**config.mk**
```make
export PLATFORM = sky130hd
export DESIGN_NAME = fetch_stage
export DESIGN_NICKNAME = d
export VERILOG_FILES = /design/src/rtl/mips_defs.sv /design/src/rtl/pipe_reg_en_clr.sv /design/src/rtl/fetch_stage.sv
export SDC_FILE = /design/constraint.sdc
export NUM_CORES = 1
export LEC_CHECK = 0
export CORE_MARGIN = 2
export CORE_UTILIZATION = 49
export DETAILED_ROUTE_END_ITERATION = 8
export PLACE_DENSITY = 0.87
export SLEW_MARGIN = 20
export SYNTH_ARGS = -nofsm -noshare
export SYNTH_HDL_FRONTEND = slang
export SYNTH_SLANG_ARGS = --single-unit
```
**constraint.sdc**
```tcl
create_clock -name clk -period 3.7 [get_ports clk]
set_input_delay 0.555 -clock clk [delete_from_list [all_inputs] [get_ports clk]]
set_output_delay 0.555 -clock clk [all_outputs]
set_load 0.03 [all_outputs]
```
**src/rtl/mips_defs.sv**
```systemverilog
// Shared constants for the pipelined MIPS core. The fetch stage and the
// later pipeline registers use these constants.
package mips_defs;

  localparam int          WORD_W        = 32;
  localparam logic [31:0] PC_INC        = 32'd4;
  localparam logic [31:0] DEF_NOP_INSTR = 32'h0000_0000;  // sll $0,$0,0
  localparam logic [31:0] DEF_RESET_PC  = 32'h0000_0000;

  // Force an address onto a word boundary by clearing its byte-offset bits
  function automatic logic [WORD_W-1:0] word_align(input logic [WORD_W-1:0] addr);
    return {addr[WORD_W-1:2], 2'b00};
  endfunction

endpackage

```
**src/rtl/pipe_reg_en_clr.sv**
```systemverilog
// Generic pipeline register with asynchronous active-low reset, a load
// enable and a synchronous clear. The clear only acts when the enable is
// high, so a stall always wins over a flush.
module pipe_reg_en_clr #(
  parameter int               WIDTH   = 32,
  parameter logic [WIDTH-1:0] RST_VAL = '0,
  parameter logic [WIDTH-1:0] CLR_VAL = '0
) (
  input  logic             clk,
  input  logic             rst_n,
  input  logic             en,
  input  logic             clr,
  input  logic [WIDTH-1:0] d,
  output logic [WIDTH-1:0] q
);

  // Register holds on !en, loads CLR_VAL on clr, otherwise captures d
  always_ff @(posedge clk or negedge rst_n) begin
    if (!rst_n)
      q <= RST_VAL;
    else if (en) begin
      if (clr)
        q <= CLR_VAL;
      else
        q <= d;
    end
  end

endmodule

```
**src/rtl/fetch_stage.sv**
```systemverilog
// Instruction-fetch stage plus the IF/ID pipeline register. Holds the PC,
// picks the next PC from sequential/branch/jump targets and registers the
// fetched word into Decode.
module fetch_stage
  import mips_defs::*;
#(
  parameter logic [31:0] RESET_PC  = DEF_RESET_PC,
  parameter logic [31:0] NOP_INSTR = DEF_NOP_INSTR
) (
  input  logic        clk,
  input  logic        rst_n,
  input  logic        stallF,
  input  logic        stallD,
  input  logic        flushD,
  input  logic        pcSrcD,
  input  logic [31:0] pcBranchD,
  input  logic        jumpD,
  input  logic [31:0] pcJumpD,
  output logic [31:0] imemAddr,
  input  logic [31:0] imemRdata,
  output logic [31:0] instrD,
  output logic [31:0] pcPlus4D,
  output logic        validD,
  output logic        alignErr
);

  logic [31:0] pcF;
  logic [31:0] pcPlus4F;
  logic [31:0] rawTarget;
  logic [31:0] pcNext;
  logic        misaligned;

  assign pcPlus4F = pcF + PC_INC;
  assign imemAddr = pcF;

  // Next-PC select: jump beats branch beats sequential; redirect targets are word-aligned
  always_comb begin
    rawTarget  = pcPlus4F;
    misaligned = 1'b0;
    if (jumpD)
      rawTarget = pcJumpD;
    else if (pcSrcD)
      rawTarget = pcBranchD;
    if (jumpD || pcSrcD)
      misaligned = (rawTarget[1:0] != 2'b00);
    pcNext = word_align(rawTarget);
  end

  // Sticky alignment error, only raised when the bad target is actually loaded
  always_ff @(posedge clk or negedge rst_n) begin
    if (!rst_n)
      alignErr <= 1'b0;
    else if (misaligned && !stallF)
      alignErr <= 1'b1;
  end

  pipe_reg_en_clr #(
    .WIDTH  (WORD_W),
    .RST_VAL(RESET_PC),
    .CLR_VAL('0)
  ) u_pc_reg (
    .clk  (clk),
    .rst_n(rst_n),
    .en   (!stallF),
    .clr  (1'b0),
    .d    (pcNext),
    .q    (pcF)
  );

  pipe_reg_en_clr #(
    .WIDTH  (WORD_W),
    .RST_VAL(NOP_INSTR),
    .CLR_VAL(NOP_INSTR)
  ) u_instr_reg (
    .clk  (clk),
    .rst_n(rst_n),
    .en   (!stallD),
    .clr  (flushD),
    .d    (imemRdata),
    .q    (instrD)
  );

  pipe_reg_en_clr #(
    .WIDTH  (WORD_W),
    .RST_VAL('0),
    .CLR_VAL('0)
  ) u_pcplus4_reg (
    .clk  (clk),
    .rst_n(rst_n),
    .en   (!stallD),
    .clr  (flushD),
    .d    (pcPlus4F),
    .q    (pcPlus4D)
  );

  pipe_reg_en_clr #(
    .WIDTH  (1),
    .RST_VAL(1'b0),
    .CLR_VAL(1'b0)
  ) u_valid_reg (
    .clk  (clk),
    .rst_n(rst_n),
    .en   (!stallD),
    .clr  (flushD),
    .d    (1'b1),
    .q    (validD)
  );

endmodule
```
[Word-level counts from Yosys, hierarchy flattened]
Cells that the tools add are included.
Storage, ports and cells
  logic and storage cells: 16
  output and inout bits: 98
  input bits: 103
  bits in registers: 96
Operators by class
  reduce and logical (&&, ||, !) cells: 4
  multiplexer cells: 6
  add/subtract/negate cells: 1
Operators with widths (number)
  2-to-1 mux 32 bit: 4
  adder 32 x 3 -> 32 bit, second input constant: 1
  2-to-1 mux 1 bit: 2
  nonzero test 2 bit: 1
  logical AND 1 bit: 1
  logical NOT 1 bit: 1
  logical OR 1 bit: 1

[Depth between registers and ports, before layout]
Gate-level depths: netlist (run 1).
  depth in word-level cells: 6
  mapped depth: 6
  gate-level depth less buffers: 5

[Hierarchy]
From an unflattened synthesis (run 1), not the netlist that was laid out.
Unflattened totals
  cells, all modules: 634
  area, all modules: 5684.2 µm²
Modules (own cells, without submodules)
  pipe_reg_en_clr (u_instr_reg ...): area an instance 1407.6 µm², cells each 138, instances 3, seq. area each 800.8 µm²
  fetch_stage: area an instance 1420.1 µm², cells each 216, instances 1, seq. area each 25.0 µm²
  pipe_reg_en_clr (u_valid_reg): area an instance 41.3 µm², cells each 4, instances 1, seq. area each 25.0 µm²

[Least setup slack after synthesis (run 1)]
No wires, ideal clock.
  kind: flip-flop to flip-flop
  start: register u_pc_reg.q[15]
  end: register u_pc_reg.q[28]
  setup time: 0.126 ns
  arrival: 1.890 ns
  stages on the path, launching flop included: 7
  path buffers: 2
  setup slack: 1.684 ns
  cell sequence: dfrtp_1 -> clkbuf_2 -> nand4_4 -> nor4_4 -> buf_6 -> nand3_2 -> a311o_1
Between the ends
  word-level cells in the longest chain between the ends: 3
Ends and longest elaborated chain
  start, declared: line pipe_reg_en_clr.sv:14  | output logic [WIDTH-1:0] q
  start signal, assigned: line pipe_reg_en_clr.sv:20  | q <= RST_VAL;
  start signal, assigned: line pipe_reg_en_clr.sv:23  | q <= CLR_VAL;
  start signal, assigned: line pipe_reg_en_clr.sv:25  | q <= d;
  adder 32 x 3 -> 32 bit: line fetch_stage.sv:33  | assign pcPlus4F = pcF + PC_INC;
  2-to-1 mux 32 bit: line fetch_stage.sv:42  | else if (pcSrcD)
  2-to-1 mux 32 bit: line fetch_stage.sv:40  | if (jumpD)
No other way between the ends.
A chain may end at the register's enable or synchronous reset.

[Worst setup path after layout (run 1)]
  start: register u_pc_reg.q[2]
  end: register u_pcplus4_reg.q[22]
Between the ends
  word-level cells in the longest chain between the ends: 2
Ends and longest elaborated chain
  adder 32 x 3 -> 32 bit: line fetch_stage.sv:33
  2-to-1 mux 32 bit: line pipe_reg_en_clr.sv:22  | if (clr)
  end signal, assigned: line pipe_reg_en_clr.sv:20
  end signal, assigned: line pipe_reg_en_clr.sv:23
  end signal, assigned: line pipe_reg_en_clr.sv:25
  end, declared: line pipe_reg_en_clr.sv:14
No other way between the ends.

==> impl_summary.md, run 1 <==
Setup path
In this run the register-to-register setup slack is 1.25 ns. The kind of critical path is flop to flop. The required time reported for the critical path endpoint is 3.95 ns. On the worst path, the slowest cell contributes a delay of 0.75 ns. The cell type group with the largest total delay on the critical path is simple AND/OR/NAND/NOR gates.

The endpoint class of the critical path is a flop. The combined buffer and inverter count along the critical path is 0. The reg-to-reg critical path startpoint is u_pc_reg.q[2]. Walking the worst path, the cells encountered are ha_1 -> nand3_1 -> nor4_4 -> a2111oi_0 -> a221o_1.

The arrival time of the worst setup path is 2.70 ns. Along the worst path, the maximum fanout reaches 17. For the worst flop-to-flop path, the logic depth is 5. In this run the critical register-to-register path is captured at u_pcplus4_reg.q[22]. The highest-delay cell along the critical path is nor4_4. The worst setup path is launched from a flop.

Timing
The final hold violation count is 0. Setup repair after global routing left no endpoint under its margin. The relative max-transition margin is 0.369. At the pin with the least slew margin, the transition time is 0.940 ns. The number of max-slew violations in the final report came to 0. The portion of the clock cycle consumed by the worst path in the final layout is 0.661. The number of endpoints failing setup at the final stage is 0. The maximum clock skew at final layout is 0.0131 ns.

For the finished layout, the period the worst path requires is 2.45 ns. The highest clock frequency the design can meet is 409 MHz. The final sum of negative setup slack is 0 ns.

Yosys
The leading area contributor after synthesis is dfrtp_1. Yosys printed 0 warnings. The share of synthesized area occupied by flip-flops and latches is 0.427.

Ranked by total cell area, the synthesized netlist is headed by dfrtp_1 43%, o21ai_0 5.0%, nand2_1 4.8%, nand2b_1 3.9%, a221o_1 3.4%. Counting every instance in the synthesized netlist gives 620. The mean area per synthesized cell is 8.89 um^2.

After synthesis the netlist holds a flip-flop and latch count of 94. The synthesized design contains 0 enable-type register cells. The area of the mapped netlist is 0.00551 mm^2. The leading register cell type out of synthesis is dfrtp_1. The count of distinct cell types in the synthesized netlist is 56. The async set-or-reset flop fraction in the synthesized netlist is 1.00. The share of Yosys cell area claimed by the top area cell type is 0.427.

Place
Input and output buffers added on the ports amount to 196. The number of placed instances, taps included, is 906. Detailed placement finished with a half-perimeter wire length of 12.1 mm. At the end of routability-driven placement, the weighted congestion stood at 0.908.

Routing
Once detail routing completed, the nets flagged for antenna violations numbered 0. The detailed-route wire length per cell is 18.6 um. After the first detailed-routing iteration, the DRC count stood at 625. The number of optimization iterations in the first detailed-route pass is 5. The final route contains 5631 vias. Summed over all layers, the routed wires come to 17.2 mm. The total DRC errors in the routed layout is 0. The via-per-instance ratio is 6.11.

Die
In this run the vertical extent of the chip is 110 um. The core region area is 0.0109 mm^2. The initial cell density of the core is 0.506. The count of standard-cell rows is 38. During I/O placement, the number of pins put on the boundary was 201. The die area is 0.0121 mm^2.

The width of the chip is 110 um.

Pwr
Across the VDD grid, the largest voltage drop is 211 uV. For this design the ratio of total power to cell area is 386 mW/mm^2. The analysis attributes to cell leakage a power of 0.00302 uW.

Final layout
The final antenna diode count is 0. The post-layout instance count excluding filler cells is 922. In the final layout, flip-flops and latches occupy 0.00235 mm^2. Compared with the post-synthesis result, the final layout area differs by 38.7%.

The multi-input logic area is 0.00282 mm^2. In the layout the commonest cells are 192 x clkdlybuf4s50_1, 94 x dfrtp_1, 70 x nand2_1, 55 x o21ai_0, 37 x nor3_1. After the last flow step, the layout net total stands at 881.

The most common library cell in the layout ignoring fill and taps is clkdlybuf4s50_1. The fraction of final layout cells with drive strength greater than 1 is 0.0563. The number of inserted filler cells in the final layout is 843. The final core utilization is 0.703.

CTS
The number of H-tree branching levels is 3. In this run the clock root is driven by a clkbuf_8. Post-CTS repair changed the size of 0 cells. Buffers inserted to repair hold after CTS numbered 0.

After clock tree synthesis, the setup repair step added 0 buffers. Counting along the longest clock path gives a buffer depth of 2. At the later pin of the worst-skew pair, clock insertion delay measures 0.37 ns.

TritonCTS built the clock tree. The clock input transition at the sequential cells of the worst setup and hold paths is 0.09 ns. Counting the buffers created by CTS gives 9. Counting every sink on the clock net gives 94.

Global routing
In the global route stage, overall resource usage came out at 0.284. The first global-routing pass estimated 26.6 mm of wire. The initial antenna violation count is 0. In the global route stage, met2 resource usage came out at 0.454.

In the global route stage, met3 resource usage came out at 0.0529. The layer carrying the most global-route usage is met2. Summed over all layers, the global routing overflow is 0. The global-route track usage on met1 is 0.369.

The pin count of the biggest net entering global routing is 97. The via count of the first global-routing pass came to 5326.

Outcome
The flow ran to the end, and the final reports show no timing, DRC or antenna violations.

Flow run
The count of maximum capacitance violations is 0.

Hold path
The worst min-delay path category is primary input to async pin.
worst max-delay path by stage:
stage / start / endpoint / slack, ns / depth (start not counted)
CTS: u_pc_reg.q[2] / u_pcplus4_reg.q[22] / 1.29 / 5
global route: u_pc_reg.q[2] / u_pcplus4_reg.q[20] / 1.10 / 5
floorplan: u_pc_reg.q[15] / u_pc_reg.q[28] / 1.68 / 6
finish: u_pc_reg.q[2] / u_pcplus4_reg.q[22] / 1.25 / 5
detailed placement: jumpD / u_pc_reg.q[26] / 1.04 / 6
global placement: jumpD / u_pc_reg.q[26] / 1.10 / 6
layout make-up:
| type | count | area share |
|---|---|---|
| Sequential cell | 94 | 0.307 |
| Tap cell | 140 | 0.0229 |
| Inverter | 19 | 0.00932 |
| Multi-Input combinational cell | 447 | 0.369 |
| Clock buffer | 9 | 0.0162 |
| Clock inverter | 7 | 0.0106 |
| Timing Repair Buffer | 206 | 0.264 |
where the power goes:
group	total (uW)	switching, uW	internal, uW
sequential	1290	155	1140
clock	709	387	322
combinational	953	526	427
total	2950	1070	1880
stage by stage:
stage	cell area (um^2)	hold slack [ns]	total power [uW]	worst slack (ns)
final	7650	0.173	2950	1.25
after global routing	7650	0.195	3090	1.10
after CTS	7650	0.178	2960	1.29
after detailed placement	7440	0.457	2260	1.04
after global placement	7440	0.443	2230	1.10
after floorplan	5530	0.259	1800	1.68
worst register-to-register path: stages, from the launching register on:
cell and delay (ns):
dfrtp_1 0.50, ha_1 0.32, nand3_1 0.19, nor4_4 0.75
a2111oi_0 0.26, a221o_1 0.32
state kept, by name, summed over array words and instances, names as in the netlist:
name and flops:
u_instr_reg.q 32, u_pcplus4_reg.q 30, u_pc_reg.q 30, u_valid_reg.q 1, alignErr 1
layer usage:
metal	vias to the layer above	wire length (um)
met3	52	1630
met1	2681	6920
li1	2596	-
met2	302	8000
met4	0	607
met5	-	0
synthesized netlist by cell type, drive strengths merged (10+ instances only):
library cell / n
dfrtp: 94
nand2: 70
o21ai: 55
clkbuf: 40
nor3: 37
nand2b: 34
buf: 23
a21oi: 21
a221o: 19
inv: 19
nand3: 18
a22oi: 16
nand4: 14
nor4: 14
and3: 11
or3: 11
nor2: 10
logic make-up after synthesis:
kind of cell | count (synthesis) | share of synthesized area
other | 1 | 0.000680
buffers and inverters | 82 | 0.0633
AND/OR/NAND/NOR | 255 | 0.267
AO/OA/AOI/OAI | 176 | 0.222
flip-flops | 94 | 0.427
adder cells (fa/ha/maj) | 1 | 0.00227
XOR/XNOR | 8 | 0.0127
multiplexers | 3 | 0.00545
Note: power is estimated with default switching activity, not from simulation.
==> inputs of run 2 (changes only) <==
--- a/config.mk
+++ b/config.mk
@@ -6,9 +6,9 @@
 export NUM_CORES = 1
 export LEC_CHECK = 0
 export CORE_MARGIN = 2
-export CORE_UTILIZATION = 49
+export CORE_UTILIZATION = 45
 export DETAILED_ROUTE_END_ITERATION = 8
-export PLACE_DENSITY = 0.87
+export PLACE_DENSITY = 0.81
 export SLEW_MARGIN = 20
 export SYNTH_ARGS = -nofsm -noshare
 export SYNTH_HDL_FRONTEND = slang
==> constraint.sdc (replaced) <==
create_clock -name clk -period 2.4 [get_ports clk]
set_input_delay 0.36 -clock clk [delete_from_list [all_inputs] [get_ports clk]]
set_output_delay 0.36 -clock clk [all_outputs]
set_load 0.03 [all_outputs]
==> run 2 against run 1 <==
Critical path depth unchanged. Non-clock buffer count up 14. Highest routed layer unchanged. Wire length up 3.9%. First-iteration DRC count down 1.9%. Sequential cell count unchanged. Global-route usage down 1.5 points. Sequential power up 52%. Die area up 8.6%. Critical path type unchanged.
==> impl_summary.md, run 2 (synthesis gave the netlist of run 1 again) <==
Final layout
The sequential cell area was 0.00235 mm^2 (unchanged). The fraction of final layout cells with drive strength greater than 1 is 0.0729 (+0.0166). The flip-flop count of the largest register, all copies and words added is 32 (unchanged).

The number of inserted filler cells in the final layout was 957 (+14%). The layout net count was 895 (+1.6%). The register bank with the most flops is u_instr_reg.q. The multi-input logic area came to 0.00282 mm^2 (unchanged). The final antenna diode count is 0 (unchanged). The post-layout instance count excluding filler cells came to 943 (+2.3%).

The top cell types in the final layout, fill and taps aside, are 191 x clkdlybuf4s50_1, 94 x dfrtp_1, 70 x nand2_1, 55 x o21ai_0, 37 x nor3_1. The most common library cell in the layout ignoring fill and taps is clkdlybuf4s50_1. In the final layout, the registers with the most flip-flops are u_instr_reg.q x32, u_pc_reg.q x30, u_pcplus4_reg.q x30. Relative to the synthesized area, the layout overhead comes to 43.2%.

Timing
The relative max-transition margin was 0.355 (-0.0137). The clock period minus worst slack is 2.16 ns (-0.290 ns). The number of max-slew violations in the final report is 0 (unchanged). The final sum of negative setup slack came to 0 ns (unchanged). Setup repair after global routing left no endpoint under its margin. The portion of the clock cycle consumed by the worst path in the final layout came to 0.898 (+0.237). The number of endpoints failing setup at the final stage came to 0 (unchanged). The post-route worst hold slack is 0.354 ns (+0.181 ns).

The slew of the pin with the lowest slew margin is 0.965 ns (+0.0257 ns). The maximum clock skew at final layout is 0.00791 ns (-0.00518 ns). The slack of the critical path is 0.244 ns (-1.01 ns). The final hold violation count is 0 (unchanged). The highest clock frequency the design can meet is 464 MHz (+13%).

Setup path
The startpoint class of the critical path is a flop. The endpoint class of the critical path is a flop. The combined buffer and inverter count along the critical path is 0 (unchanged).

The arrival time of the worst setup path is 2.38 ns (-0.32 ns). The slowest stage of the critical path is the or4_1 cell. The largest stage delay on the critical path was 0.62 ns (-0.13 ns). The count of cells along the worst register-to-register path is 5 (unchanged). The register-to-register setup slack came to 0.24 ns (-1.01 ns). By startpoint and endpoint, the worst setup path is classified as flop to flop. The largest driver fanout on the critical path is 7 (-10).

Walking the worst path, the cells encountered are ha_1 -> nand3_1 -> or4_1 -> nor4_2 -> nor3_1. The endpoint of the worst register-to-register path is u_pc_reg.q[24]. The worst register-to-register path begins at u_pc_reg.q[2].

Grouping stages by cell kind, the critical path spends the most delay in simple AND/OR/NAND/NOR gates. The required time reported for the critical path endpoint is 2.62 ns (-1.33 ns).

Global routing
The overall track demand over capacity in global routing is 0.269 (-0.0152). The initial antenna violation count is 0 (unchanged). The wire length of the first global-routing pass is 28.0 mm (+5.6%).

The via count of the first global-routing pass is 5655 (+6.2%). The total overflow reported by the global router is 0 (unchanged). The pin count of the biggest net entering global routing is 90 (-7.2%).

Die
The number of top-level design ports is 201 (unchanged). The initial cell density of the core is 0.461 (-0.0455). The count of standard-cell rows is 40 (+5.3%). The die area is 0.0132 mm^2 (+8.6%). The core region area was 0.0120 mm^2 (+9.9%). The die outline height came to 115 um (+4.2%). The width of the chip is 115 um (+4.2%).

CTS
The number of buffers created by CTS is 9 (unchanged). The clock insertion delay at the later pin of the skew report is 0.35 ns (-0.02 ns). The count of buffers added by post-CTS timing repair for setup came to 0 (unchanged). TritonCTS built the clock tree. The worst-case clock buffer depth was 2 (unchanged).

The clock input transition at the sequential cells of the worst setup and hold paths is 0.07 ns (-0.02 ns). The number of H-tree branching levels is 3 (unchanged). The buffer cell driving the clock tree root is clkbuf_16. The clock sink count came to 94 (unchanged).

Place
The placed wire-length estimate is 12.8 mm (+5.7%). The worst setup timing slack at the placement stage is 0.0831 ns (-0.954 ns). The placed instance count was 926 (+2.2%). The global placer's final weighted congestion came to 0.909 (+0.14%). The number of port buffers was 196 (unchanged).

Pwr
The power density relative to cell area was 643 mW/mm^2 (+67%). The maximum VDD drop was 324 uV (+54%). The reported leakage power is 0.00316 uW (+4.4%). The total power consumption of the routed design is 5080 uW (+72%).

Routing
The remaining antenna violation count is 0 (unchanged). The number of optimization iterations in the first detailed-route pass is 5 (unchanged). The via-per-instance ratio is 6.05 (-0.98%). The total length of routed wires came to 17.8 mm (+3.9%). The total vias in the final route is 5703 (+1.3%). The number of DRC violations after detailed-routing iteration 0 is 613 (-1.9%). The detailed-route wire length per cell is 18.9 um (+1.6%). The total DRC errors in the routed layout is 0 (unchanged).

Hold path
The tightest min-delay check is of the primary input to async pin type.

Flow run
The count of maximum capacitance violations was 0 (unchanged).

Outcome
The run finished with clean final reports.
## run 2: changes by cell type in the layout (fill, tap and decap cells not counted)
cell	previous run	this run
buf_12	0	1
clkinvlp_4	1	0
clkdlybuf4s50_1	192	191
bufinv_16	1	2
buf_4	12	24
clkbuf_16	0	9
buf_2	2	3
dlygate4sd3_1	0	1
clkbuf_8	9	0
## run 2: timing repair
action                                 CTS  global route
hold buffers                             1             0
endpoints found under the hold margin    5             0
resized for setup                        0             0
## run 2: worst reg2reg max path: stages, from the launching register on
cell	delay, ns
dfrtp_1	0.48
ha_1	0.34
nand3_1	0.18
or4_1	0.62
nor4_2	0.33
nor3_1	0.08
## run 2: per-stage QoR
stage          utilization  area, um^2
3_3_place_gp         0.632        7560
4_1_cts              0.660        7900
6_report             0.660        7900
5_1_grt              0.660        7900
2_1_floorplan            -        5530
3_5_place_dp         0.632        7560
## run 2: metal layers
metal | wire (um) | global-route usage
met1 | 7510 | 0.350
met2 | 8450 | 0.440
met3 | 1440 | 0.0482
met4 | 432 | 0.120
met5 | 0 | 0
## run 2: layout make-up
type / count / area share
multi-input combinational: 447 / 0.358
sequential: 94 / 0.298
timing repair buffer: 220 / 0.271
clock buffer: 9 / 0.0285
tap: 147 / 0.0233
clock inverter: 7 / 0.0131
inverter: 19 / 0.00903
## run 2: how the worst max path moves through the flow
stage / start / to / slack, ns / depth (start not counted)
2_1_floorplan: u_pc_reg.q[15] / u_pc_reg.q[28] / 0.38 / 6
3_3_place_gp: pcSrcD / u_pc_reg.q[16] / 0.14 / 6
3_5_place_dp: pcSrcD / u_pc_reg.q[16] / 0.08 / 6
4_1_cts: u_pc_reg.q[2] / u_pc_reg.q[24] / 0.29 / 5
5_1_grt: u_pc_reg.q[19] / u_pcplus4_reg.q[29] / 0.17 / 4
6_report: u_pc_reg.q[2] / u_pc_reg.q[24] / 0.24 / 5
## run 2: report_power, final
part,internal [uW],total [uW],switching [uW]
Sequential,1750,1960,211
Combinational,681,1530,850
Clock,928,1580,655
Total,3360,5080,1720
==> inputs of run 3 (changes only) <==
--- a/config.mk
+++ b/config.mk
@@ -5,6 +5,7 @@
 export SDC_FILE = /design/constraint.sdc
 export NUM_CORES = 1
 export LEC_CHECK = 0
+export CAP_MARGIN = 40
 export CORE_MARGIN = 2
 export CORE_UTILIZATION = 45
 export DETAILED_ROUTE_END_ITERATION = 8
==> run 3 against run 2 <==
Sequential cell count stayed put. Non-clock buffer count increased by 1. Maximum frequency up 0.35%. Hold slack worse by 0.00076 ns. First-iteration DRC count shrank 7.8%. Sequential power about the same. Cell count rose by 0.11%. Critical endpoint unchanged. Largest power group unchanged.
==> impl_summary.md, run 3 (synthesis gave the netlist of run 1 again) <==
Pwr
The reported leakage power came to 0.00316 uW (+0.16%). The total power consumption of the routed design is 5080 uW (about the same). The power density relative to cell area is 643 mW/mm^2 (about the same).

The maximum VDD drop is 326 uV (+0.74%).

Routing
The highest signal layer in the routed design is met4. The routed length on met3 is 1.54 mm (+6.4%). The number of optimization iterations in the first detailed-route pass was 5 (unchanged). The total DRC errors in the routed layout came to 0 (unchanged). The number of DRC violations after detailed-routing iteration 0 was 565 (-7.8%). The remaining antenna violation count is 0 (unchanged). The via-per-instance ratio is 6.13 (+1.3%). The total vias in the final route is 5786 (+1.5%).

The sum of routed wire segments on met1 is 7.44 mm (-0.83%). The detailed-route wire length per cell came to 19.0 um (+0.49%). The sum of met2 wire segment lengths after detailed routing is 8.48 mm (+0.33%).

The total length of routed wires is 17.9 mm (+0.59%).

Die
The number of top-level design ports is 201 (unchanged). The count of standard-cell rows came to 40 (unchanged). The initial cell density of the core is 0.461 (unchanged). The die outline height was 115 um (unchanged). The core region area was 0.0120 mm^2 (unchanged).

The width of the chip is 115 um (unchanged). The die area was 0.0132 mm^2 (unchanged).

Flow run
The count of maximum capacitance violations came to 0 (unchanged).

Place
The number of port buffers came to 196 (unchanged). The placed wire-length estimate is 12.8 mm (unchanged). The global placer's final weighted congestion was 0.909 (unchanged).

Timing
The clock period minus worst slack is 2.15 ns (-0.00761 ns). The number of max-slew violations in the final report is 0 (unchanged). The final sum of negative setup slack is 0 ns (unchanged). The relative max-transition margin was 0.507 (+0.152).

The final hold violation count is 0 (unchanged). The slew of the pin with the lowest slew margin was 0.736 ns (-0.229 ns). The portion of the clock cycle consumed by the worst path in the final layout is 0.895 (-0.00317). The highest clock frequency the design can meet was 466 MHz (+0.35%).

The number of endpoints failing setup at the final stage is 0 (unchanged). Setup repair after global routing left no endpoint under its margin. The maximum clock skew at final layout is 0.00787 ns (-0.0000366 ns).

Final layout
The register bank with the most flops is u_instr_reg.q. The flip-flop count of the largest register, all copies and words added is 32 (unchanged). The final core utilization came to 0.661 (about the same). The final antenna diode count was 0 (unchanged). The library cells used most frequently in the layout, excluding fill and tap cells, are 191 x clkdlybuf4s50_1, 94 x dfrtp_1, 70 x nand2_1, 55 x o21ai_0, 37 x nor3_1.

The synthesis-to-layout area growth is 43.4% (about the same). The library cell used most frequently in the layout, excluding fill and tap cells, is clkdlybuf4s50_1. The layout net count is 896 (+0.11%). The fraction of final layout cells with drive strength greater than 1 came to 0.0740 (+0.00116). The largest registers in the layout are u_instr_reg.q x32, u_pc_reg.q x30, u_pcplus4_reg.q x30.

CTS
The buffer cell driving the clock tree root is clkbuf_16. The number of H-tree branching levels is 3 (unchanged). The count of buffers added by post-CTS timing repair for setup is 0 (unchanged). The clock insertion delay at the later pin of the skew report is 0.35 ns (about the same). The clock sink count is 94 (unchanged). The clock input transition at the sequential cells of the worst setup and hold paths is 0.07 ns (about the same). The worst-case clock buffer depth is 2 (unchanged).

The number of buffers created by CTS is 9 (unchanged). TritonCTS built the clock tree.

Setup path
The worst register-to-register path begins at u_pc_reg.q[2]. The required time reported for the critical path endpoint came to 2.62 ns (about the same). The worst register-to-register path ends at u_pc_reg.q[24]. The kind of critical path is flop to flop. The largest driver fanout on the critical path is 7 (unchanged).

The count of cells along the worst register-to-register path is 5 (unchanged). The arrival time of the worst setup path was 2.37 ns (about the same). The register-to-register setup slack is 0.25 ns (about the same). The startpoint class of the critical path is a flop.

The worst setup path is captured at a flop.

Global routing
The total overflow reported by the global router was 0 (unchanged). The wire length of the first global-routing pass came to 28.0 mm (unchanged). The overall track demand over capacity in global routing is 0.269 (unchanged). The pin count of the biggest net entering global routing came to 90 (unchanged). The initial antenna violation count is 0 (unchanged). The via count of the first global-routing pass was 5655 (unchanged).

Outcome
The flow ran to the end, and the final reports show no timing, DRC or antenna violations.

Hold path
The min-delay analysis places its worst path in the category primary input to async pin.
[run 3: worst max path at each step]
stage	to	start	depth (start not counted)	slack, ns
final	u_pc_reg.q[24]	u_pc_reg.q[2]	5	0.25
after global placement	u_pc_reg.q[16]	pcSrcD	6	0.14
after global routing	u_pcplus4_reg.q[29]	u_pc_reg.q[19]	4	0.17
after floorplan	u_pc_reg.q[28]	u_pc_reg.q[15]	6	0.38
after detailed placement	u_pc_reg.q[16]	pcSrcD	6	0.08
after CTS	u_pc_reg.q[24]	u_pc_reg.q[2]	5	0.29
[run 3: critical path, cell delays in order, from the launching register on]
cell,delay [ns]
dfrtp_1,0.48
ha_1,0.34
nand3_1,0.18
or4_1,0.62
nor4_2,0.33
nor3_1,0.08
[run 3: stage by stage]
step                      std cells  hold slack, ns  worst slack (ns)  instance area [um^2]
after floorplan                 623          0.0644             0.384                  5530
after global placement          926           0.175             0.143                  7560
after detailed placement        926           0.175            0.0831                  7560
after CTS                       943           0.341             0.290                  7900
after global routing            944           0.355             0.175                  7910
final                           944           0.353             0.252                  7910
[run 3: where the power goes]
group	total [uW]	switching (uW)	internal, uW
sequential	1960	211	1750
clock	1580	656	928
combinational	1540	853	682
total	5080	1720	3360
[run 3: layout make-up]
| cell class | count | area (um^2) |
|---|---|---|
| clock inverters | 7 | 104 |
| repair buffers | 221 | 2140 |
| well taps | 147 | 184 |
| inverters | 19 | 71.3 |
| fillers | 958 | 4060 |
| multi-input cells | 447 | 2820 |
| clock buffers | 9 | 225 |
| flip-flops and latches | 94 | 2350 |
[run 3: timing repair]
item,in CTS,in global routing
gates resized for setup,0,0
endpoints found under the hold margin,5,0
setup endpoints to repair,0,0
hold buffers,1,0
[run 3: per-layer routing]
| layer | global-route usage | up-vias |
|---|---|---|
| li1 | - | 2637 |
| met5 | 0 | - |
| met1 | 0.350 | 2765 |
| met4 | 0.120 | 0 |
| met3 | 0.0482 | 50 |
| met2 | 0.440 | 334 |
